### src/rtl/nv_nvdla_sdp_mrdma_pkg.sv
// Shared definitions for the second-generation SDP memory-read DMA:
// FSM states, request payload layout and parameter legality.
package nv_nvdla_sdp_mrdma_pkg;

  typedef enum logic [1:0] {
    MRDMA_IDLE  = 2'd0,
    MRDMA_RUN   = 2'd1,
    MRDMA_DRAIN = 2'd2
  } mrdma_state_e;

  // Request payload is {size-1, addr}; the size field sits directly above the address.
  localparam int REQ_SIZE_W   = 4;
  localparam int REQ_ADDR_LSB = 0;

  function automatic int req_size_lsb(input int aw);
    return aw;
  endfunction

  function automatic bit mrdma_params_ok(input int max_burst, input int cq_depth,
                                         input int ch_per_surf, input int atom_bytes);
    return (max_burst >= 1) && (max_burst <= 16) && (cq_depth >= max_burst) &&
           (ch_per_surf >= 1) && ((ch_per_surf & (ch_per_surf - 1)) == 0) &&
           (atom_bytes >= 1);
  endfunction

endpackage

### src/rtl/nv_nvdla_sdp_mrdma_gen2_walk.sv
// Surface/line/segment address walker: produces one burst request per load into
// a registered request slot, gated by the credit available for its size.
module nv_nvdla_sdp_mrdma_gen2_walk
  import nv_nvdla_sdp_mrdma_pkg::*;
#(
  parameter int AW          = 64,
  parameter int ATOM_BYTES  = 32,
  parameter int MAX_BURST   = 8,
  parameter int CQ_DEPTH    = 128,
  parameter int CH_PER_SURF = 8,
  parameter int OW          = $clog2(CQ_DEPTH + 1),
  parameter int SZ_W        = $clog2(MAX_BURST + 1)
) (
  input  logic                     nvdla_core_clk,
  input  logic                     nvdla_core_rstn,
  input  logic                     start,
  input  logic                     en,
  input  logic [AW-1:0]            base_addr,
  input  logic [AW-1:0]            line_stride,
  input  logic [AW-1:0]            surf_stride,
  input  logic [12:0]              width,
  input  logic [12:0]              height,
  input  logic [12:0]              channel,
  input  logic [OW-1:0]            outstanding_nxt,
  input  logic                     req_ready,
  output logic                     req_valid,
  output logic [AW+REQ_SIZE_W-1:0] req_pd,
  output logic [SZ_W-1:0]          req_size,
  output logic                     last_req_acc
);

  localparam int SEG_BYTES = MAX_BURST * ATOM_BYTES;
  localparam int CH_SH     = $clog2(CH_PER_SURF);
  localparam int SIZE_LSB  = req_size_lsb(AW);

  logic [AW-1:0] ls_r, ss_r, pos_addr, pos_line_base, pos_surf_base;
  logic [13:0]   atoms_r, pos_rem;
  logic [12:0]   height_r, pos_line, pos_surf;
  logic          pos_more;

  logic [AW-1:0]   k_ls, k_ss, c_addr, c_line_base, c_surf_base, n_addr, n_line_base, n_surf_base;
  logic [13:0]     k_atoms, c_rem, n_rem;
  logic [12:0]     k_height, c_line, c_surf, n_line, n_surf;
  logic [SZ_W-1:0] c_size;
  logic            n_more, credit_ok, load;

  // Current request comes straight from the registers on start so it issues next cycle.
  always_comb begin
    k_ls     = start ? line_stride : ls_r;
    k_ss     = start ? surf_stride : ss_r;
    k_atoms  = start ? ({1'b0, width} + 14'd1) : atoms_r;
    k_height = start ? height : height_r;
    if (start) begin
      c_addr      = base_addr;
      c_line_base = base_addr;
      c_surf_base = base_addr;
      c_rem       = {1'b0, width} + 14'd1;
      c_line      = height;
      c_surf      = channel >> CH_SH;
    end else begin
      c_addr      = pos_addr;
      c_line_base = pos_line_base;
      c_surf_base = pos_surf_base;
      c_rem       = pos_rem;
      c_line      = pos_line;
      c_surf      = pos_surf;
    end
    c_size = (c_rem > 14'(MAX_BURST)) ? SZ_W'(MAX_BURST) : c_rem[SZ_W-1:0];

    n_addr      = c_addr;
    n_line_base = c_line_base;
    n_surf_base = c_surf_base;
    n_rem       = c_rem;
    n_line      = c_line;
    n_surf      = c_surf;
    n_more      = 1'b1;
    if (c_rem > 14'(MAX_BURST)) begin
      n_addr = c_addr + AW'(SEG_BYTES);
      n_rem  = c_rem - 14'(MAX_BURST);
    end else if (c_line != 13'd0) begin
      n_line_base = c_line_base + k_ls;
      n_addr      = c_line_base + k_ls;
      n_rem       = k_atoms;
      n_line      = c_line - 13'd1;
    end else if (c_surf != 13'd0) begin
      n_surf_base = c_surf_base + k_ss;
      n_line_base = c_surf_base + k_ss;
      n_addr      = c_surf_base + k_ss;
      n_rem       = k_atoms;
      n_line      = k_height;
      n_surf      = c_surf - 13'd1;
    end else begin
      n_more = 1'b0;
    end
  end

  assign credit_ok    = ({1'b0, outstanding_nxt} + (OW+1)'(c_size)) <= (OW+1)'(CQ_DEPTH);
  assign load         = start | (en & pos_more & (~req_valid | req_ready) & credit_ok);
  assign last_req_acc = req_valid & req_ready & ~pos_more;

  always_ff @(posedge nvdla_core_clk or negedge nvdla_core_rstn) begin
    if (!nvdla_core_rstn) begin
      req_valid <= 1'b0;
      req_pd    <= '0;
      req_size  <= '0;
      pos_more  <= 1'b0;
    end else if (load) begin
      req_valid                       <= 1'b1;
      req_pd[REQ_ADDR_LSB +: AW]      <= c_addr;
      req_pd[SIZE_LSB +: REQ_SIZE_W]  <= REQ_SIZE_W'(c_size - SZ_W'(1));
      req_size                        <= c_size;
      pos_more                        <= n_more;
    end else if (req_ready) begin
      req_valid <= 1'b0;
    end
  end

  always_ff @(posedge nvdla_core_clk) begin
    if (start) begin
      ls_r     <= line_stride;
      ss_r     <= surf_stride;
      atoms_r  <= {1'b0, width} + 14'd1;
      height_r <= height;
    end
    if (load) begin
      pos_addr      <= n_addr;
      pos_line_base <= n_line_base;
      pos_surf_base <= n_surf_base;
      pos_rem       <= n_rem;
      pos_line      <= n_line;
      pos_surf      <= n_surf;
    end
  end

endmodule

### src/rtl/nv_nvdla_sdp_mrdma_gen2.sv
// SDP memory-read DMA (gen2): layer FSM, outstanding-atom credit, MCIF/CVIF
// request steering, response pass-through to the cmux and the stall counter.
module nv_nvdla_sdp_mrdma_gen2
  import nv_nvdla_sdp_mrdma_pkg::*;
#(
  parameter int AW          = 64,
  parameter int DW          = 512,
  parameter int ATOM_BYTES  = 32,
  parameter int MAX_BURST   = 8,
  parameter int CQ_DEPTH    = 128,
  parameter int CH_PER_SURF = 8
) (
  input  logic                     nvdla_core_clk,
  input  logic                     nvdla_core_rstn,
  input  logic                     reg2dp_op_en,
  input  logic                     reg2dp_src_ram_type,
  input  logic [AW-1:0]            reg2dp_src_base_addr,
  input  logic [AW-1:0]            reg2dp_src_line_stride,
  input  logic [AW-1:0]            reg2dp_src_surface_stride,
  input  logic [12:0]              reg2dp_width,
  input  logic [12:0]              reg2dp_height,
  input  logic [12:0]              reg2dp_channel,
  input  logic                     reg2dp_perf_dma_en,
  output logic                     sdp2mcif_rd_req_valid,
  input  logic                     sdp2mcif_rd_req_ready,
  output logic [AW+3:0]            sdp2mcif_rd_req_pd,
  output logic                     sdp2cvif_rd_req_valid,
  input  logic                     sdp2cvif_rd_req_ready,
  output logic [AW+3:0]            sdp2cvif_rd_req_pd,
  input  logic                     mcif2sdp_rd_rsp_valid,
  output logic                     mcif2sdp_rd_rsp_ready,
  input  logic [DW-1:0]            mcif2sdp_rd_rsp_pd,
  input  logic                     cvif2sdp_rd_rsp_valid,
  output logic                     cvif2sdp_rd_rsp_ready,
  input  logic [DW-1:0]            cvif2sdp_rd_rsp_pd,
  output logic                     sdp2mcif_rd_cdt_lat_fifo_pop,
  output logic                     sdp2cvif_rd_cdt_lat_fifo_pop,
  output logic                     sdp_mrdma2cmux_valid,
  input  logic                     sdp_mrdma2cmux_ready,
  output logic [DW-1:0]            sdp_mrdma2cmux_pd,
  output logic                     dp2reg_done,
  output logic [31:0]              dp2reg_mrdma_stall
);

  localparam int OW   = $clog2(CQ_DEPTH + 1);
  localparam int SZ_W = $clog2(MAX_BURST + 1);

  if (!mrdma_params_ok(MAX_BURST, CQ_DEPTH, CH_PER_SURF, ATOM_BYTES)) begin : g_bad_params
    $error("nv_nvdla_sdp_mrdma_gen2: illegal MAX_BURST/CQ_DEPTH/CH_PER_SURF/ATOM_BYTES");
  end

  mrdma_state_e         state;
  logic                 ram_type_r, perf_en_r, op_load, active;
  logic [OW-1:0]        outstanding, outstanding_nxt;
  logic                 req_valid, sel_req_ready, req_acc, last_req_acc;
  logic [AW+3:0]        req_pd;
  logic [SZ_W-1:0]      req_size;
  logic                 sel_rsp_valid, beat_acc;
  logic [DW-1:0]        sel_rsp_pd;
  logic                 mcif_pop_p1, cvif_pop_p1;

  assign op_load       = reg2dp_op_en & (state == MRDMA_IDLE);
  assign active        = (state == MRDMA_RUN) | (state == MRDMA_DRAIN);
  assign sel_req_ready = ram_type_r ? sdp2mcif_rd_req_ready : sdp2cvif_rd_req_ready;
  assign req_acc       = req_valid & sel_req_ready;
  assign sel_rsp_valid = ram_type_r ? mcif2sdp_rd_rsp_valid : cvif2sdp_rd_rsp_valid;
  assign sel_rsp_pd    = ram_type_r ? mcif2sdp_rd_rsp_pd : cvif2sdp_rd_rsp_pd;
  assign beat_acc      = sel_rsp_valid & sdp_mrdma2cmux_ready & active;

  // Net credit change when a request and a beat are accepted together.
  assign outstanding_nxt = outstanding + (req_acc ? OW'(req_size) : OW'(0)) - OW'(beat_acc);

  nv_nvdla_sdp_mrdma_gen2_walk #(
    .AW(AW), .ATOM_BYTES(ATOM_BYTES), .MAX_BURST(MAX_BURST),
    .CQ_DEPTH(CQ_DEPTH), .CH_PER_SURF(CH_PER_SURF), .OW(OW), .SZ_W(SZ_W)
  ) u_walk (
    .nvdla_core_clk  (nvdla_core_clk),
    .nvdla_core_rstn (nvdla_core_rstn),
    .start           (op_load),
    .en              (state == MRDMA_RUN),
    .base_addr       (reg2dp_src_base_addr),
    .line_stride     (reg2dp_src_line_stride),
    .surf_stride     (reg2dp_src_surface_stride),
    .width           (reg2dp_width),
    .height          (reg2dp_height),
    .channel         (reg2dp_channel),
    .outstanding_nxt (outstanding_nxt),
    .req_ready       (sel_req_ready),
    .req_valid       (req_valid),
    .req_pd          (req_pd),
    .req_size        (req_size),
    .last_req_acc    (last_req_acc)
  );

  always_ff @(posedge nvdla_core_clk or negedge nvdla_core_rstn) begin
    if (!nvdla_core_rstn) begin
      state              <= MRDMA_IDLE;
      ram_type_r         <= 1'b0;
      perf_en_r          <= 1'b0;
      outstanding        <= '0;
      dp2reg_done        <= 1'b0;
      dp2reg_mrdma_stall <= '0;
      mcif_pop_p1        <= 1'b0;
      cvif_pop_p1        <= 1'b0;
    end else begin
      dp2reg_done <= 1'b0;
      mcif_pop_p1 <= beat_acc & ram_type_r;
      cvif_pop_p1 <= beat_acc & ~ram_type_r;
      outstanding <= op_load ? '0 : outstanding_nxt;
      if (op_load)
        dp2reg_mrdma_stall <= '0;
      else if (perf_en_r & req_valid & ~sel_req_ready & (dp2reg_mrdma_stall != 32'hFFFF_FFFF))
        dp2reg_mrdma_stall <= dp2reg_mrdma_stall + 32'd1;
      case (state)
        MRDMA_IDLE: if (reg2dp_op_en) begin
          state      <= MRDMA_RUN;
          ram_type_r <= reg2dp_src_ram_type;
          perf_en_r  <= reg2dp_perf_dma_en;
        end
        MRDMA_RUN: if (last_req_acc) state <= MRDMA_DRAIN;
        MRDMA_DRAIN: if (outstanding_nxt == '0) begin
          state       <= MRDMA_IDLE;
          dp2reg_done <= 1'b1;
        end
        default: state <= MRDMA_IDLE;
      endcase
    end
  end

  assign sdp2mcif_rd_req_valid        = req_valid & ram_type_r;
  assign sdp2cvif_rd_req_valid        = req_valid & ~ram_type_r;
  assign sdp2mcif_rd_req_pd           = ram_type_r ? req_pd : '0;
  assign sdp2cvif_rd_req_pd           = ram_type_r ? '0 : req_pd;
  assign mcif2sdp_rd_rsp_ready        = sdp_mrdma2cmux_ready & active & ram_type_r;
  assign cvif2sdp_rd_rsp_ready        = sdp_mrdma2cmux_ready & active & ~ram_type_r;
  assign sdp2mcif_rd_cdt_lat_fifo_pop = mcif_pop_p1;
  assign sdp2cvif_rd_cdt_lat_fifo_pop = cvif_pop_p1;
  assign sdp_mrdma2cmux_valid         = sel_rsp_valid & active;
  assign sdp_mrdma2cmux_pd            = active ? sel_rsp_pd : '0;

endmodule

### config.mk
export PLATFORM = sky130hd
export DESIGN_NAME = nv_nvdla_sdp_mrdma_gen2
export DESIGN_NICKNAME = d
export VERILOG_FILES = /design/src/rtl/nv_nvdla_sdp_mrdma_pkg.sv /design/src/rtl/nv_nvdla_sdp_mrdma_gen2_walk.sv /design/src/rtl/nv_nvdla_sdp_mrdma_gen2.sv
export SDC_FILE = /design/constraint.sdc
export NUM_CORES = 2
export LEC_CHECK = 0
export ABC_AREA = 1
export CAP_MARGIN = 20
export CORE_AREA = 5 5 754 756
export DETAILED_ROUTE_END_ITERATION = 6
export DIE_AREA = 0 0 759 761
export SYNTH_ARGS = -nofsm -noshare
export SYNTH_HDL_FRONTEND = slang
export SYNTH_SLANG_ARGS = --single-unit
### constraint.sdc
create_clock -name nvdla_core_clk -period 16.1 [get_ports nvdla_core_clk]
set_input_delay 3.22 -clock nvdla_core_clk [delete_from_list [all_inputs] [get_ports nvdla_core_clk]]
set_output_delay 3.22 -clock nvdla_core_clk [all_outputs]
set_load 0.005 [all_outputs]
==> impl_metrics.ini <==
[timing]
finalSetupViolations = 0
rsz0062_at_grt = false
fin_crit_ps = 11180
layout_setup_ws_ps = 4924
fmax_ghz = 0.08948
worst_slew_pin_slew_ps = 1308
period_share = 0.6942
clock_skew_ps = 39.25
finalHoldViolCount = 0
max_slew_margin = 0.1190
setup_tns_ps = 0
slew_viol_final = 0

[clock_network]
cts_tree = built
post_cts_resized = 0
cts_root_buf = clkbuf_16
cts_buffer_depth = 3
clock-sinks = 508
cts_buffers = 68
path_clk_slew_ps = 60
cts_hold_buf = 0
post_cts_buffers = 0
cts-htree-levels = 3
clkLatencyLatePin_ps = 680

[critical_path]
cp_common_cell = nand3_1
cp_max_fo = 98
crit_cells = 26
critical_path.top_delay_family = simple AND/OR/NAND/NOR gates
slowest_delay_ps = 770
cp_slowest_cell = buf_4
worstSetupEndpointType = flop
worstSetupStartpointType = input pin
cp.arrival_ps = 11480
r2r_cells = 27
critPathBufInv = 6
required_ps = 16410
critPathKind = input pin to flop

[finish]
nNetsFinal = 10078
areaGrowthSynthToFinish_pct = 71.92
layout-drive-gt1-share = 0.04431
final_area_mm2 = 0.07337

[hold_path]
holdPathStages = 2
hold_class = flop to flop

[die]
io_pins = 1953
core-area_mm2 = 0.5602
die_height_um = 761
rows = 275
die_x_um = 759
design.die.area_mm2 = 0.5776
start_util = 0.07618

[synthesis]
synth_edf_count = 232
avgSynthCellArea_um2 = 6.192
synthFlopType = edfxtp_1
synth_cells = 6892
syn-num-nets = 8313
yosysTopAreaCell = nand2_1
ys_seq_area_frac = 0.3069
synth_top_cell_area_share = 0.1679
async_reset_ff_frac = 0.2382
synth_area_mm2 = 0.04268
synth_area_leaders = nand2_1 (17%), edfxtp_1 (16%), nor2_1 (13%)
yosys_warnings = 0
yosys_register_bits = 508
ys_types = 71

[pwr]
p_leak_nw = 29.76
pwr-share-seq = 0.122
power_switching_mw = 13.19
p_per_area_mw_per_mm2 = 286.2
total_power_mw = 21.00
power_frac_clock = 0.075
internal_power_mw = 7.803
p_comb_frac = 0.803
p_sw_frac = 0.6284
ir_drop_uv = 107.6

[drt]
vias = 58282
wl_per_cell_um = 38.94
drt_iter0_markers = 5464
firstDrtPassIters = 7
vias_per_cell = 3.557
route.detailed.drc = 4
ant_nets = 0
wirelength_um = 637900

[run_status]
status = complete, but fails checks
violations = design-rule violations

[global_routing]
grt_overflow = 0
antenna_found_initial = 432
grt_pass1_wl_um = 754900
gr-usage-met2 = 0.4165
grt_pass1_vias = 54179
track_usage = 0.2107
grtUsageMet3 = 0.03883
grtUsageMet1 = 0.2019
gr-max-usage-layer = met2
grt_max_degree = 150

[placement]
gp_congestion = 1.047
placed_area_mm2 = 0.07064
dp_hpwl_um = 577700
io_buffer_count = 1949
preCtsSetupSlack_ps = 4294

[job]
cap_violations = 0
-- tightest hold or removal path, cell delays in order (launching register included) --
cell and delay, ps:
dfxtp_1 310, a21oi_1 70, inv_1 50
-- per-layer routing --
| metal | share of wire | routed length [um] |
|---|---|---|
| met1 | 0.32 | 206000 |
| met4 | 0.072 | 45980 |
| met5 | 0.00096 | 613 |
| met3 | 0.057 | 36170 |
| met2 | 0.55 | 349200 |
-- state kept, by name (all words and copies together) (netlist names), 2 cells and up --
register / count
u_walk.req_pd: 68
u_walk.atoms_r: 14
u_walk.pos_line_base: 64
u_walk.pos_surf: 13
dp2reg_mrdma_stall: 32
state: 2
u_walk.req_size: 4
u_walk.pos_addr: 64
outstanding: 8
u_walk.ss_r: 64
u_walk.pos_rem: 14
u_walk.pos_line: 13
u_walk.ls_r: 64
u_walk.height_r: 13
u_walk.pos_surf_base: 64
-- layout by cell type (no fill, tap or decap), types with 120 or more instances in the layout --
cell,instances
nand2_1,1909
diode_2,192
dfxtp_1,155
inv_1,596
nand3_1,243
a21oi_1,275
dfrtp_1,120
nor2_1,1465
o21ai_0,729
clkdlybuf4s50_1,1874
edfxtp_1,232
ha_1,151
buf_4,152
-- metrics by stage --
| stage | cells | hold slack [ps] | utilization |
|---|---|---|---|
| final | 16383 | 448.8 | 0.1310 |
| after CTS | 16191 | 451.8 | 0.1301 |
| after detailed placement | 16066 | 437.6 | 0.1261 |
| after global routing | 16337 | 465.4 | 0.1308 |
| after floorplan | 6892 | 411.7 | - |
| after global placement | 16061 | 424.2 | 0.1260 |
-- cell type report --
class	count	area [um^2]
diodes	192	480.5
inverters	609	2302
flip-flops and latches	508	13100
repair buffers	2035	20030
clock buffers	98	1991
well taps	7479	9358
multi-input cells	5435	25840
clock inverters	27	259.0
fillers	65487	486800
-- cell families after synthesis --
group / synth area share
AND/OR/NAND/NOR: 0.3637
AO/OA/AOI/OAI: 0.1630
adder cells (fa/ha/maj): 0.04644
buffers and inverters: 0.08922
XOR/XNOR: 0.02935
multiplexers: 0.001407
flip-flops: 0.3069
-- cells in the mapped netlist, drive strengths merged, types with 18 or more instances --
master  count
a21o       18
a21oi     275
a31oi      84
buf        81
clkbuf    259
dfrtp     121
dfxtp     155
edfxtp    232
ha        152
inv       608
nand2    1939
nand3     254
nand4      51
nor2     1486
nor3       59
nor4       36
o211ai     23
o21a       19
o21ai     773
or2        18
xnor2      52
xor2       91
-- power by group through the flow --
stage,registers [mW],logic (mW),clock network [mW]
2_1_floorplan,2.41,6.55,0
3_3_place_gp,2.59,17.2,0
3_5_place_dp,2.60,17.1,0
4_1_cts,2.58,17.2,1.62
5_1_grt,2.61,17.6,1.65
6_report,2.56,16.9,1.57
-- final timing paths --
path / startpoint / end / slack, ps
max in group asynchronous: nvdla_core_rstn / u_walk.req_pd[26] / 12180
min in group asynchronous: nvdla_core_rstn / u_walk.req_pd[44] / 2510
min reg2reg: u_walk.atoms_r[6] / u_walk.atoms_r[6] / 450
max: reg2dp_op_en / u_walk.pos_addr[56] / 4920
max reg2reg: state[0] / u_walk.pos_addr[56] / 7380
min: u_walk.atoms_r[6] / u_walk.atoms_r[6] / 450
(Power assumes the default switching activity.)
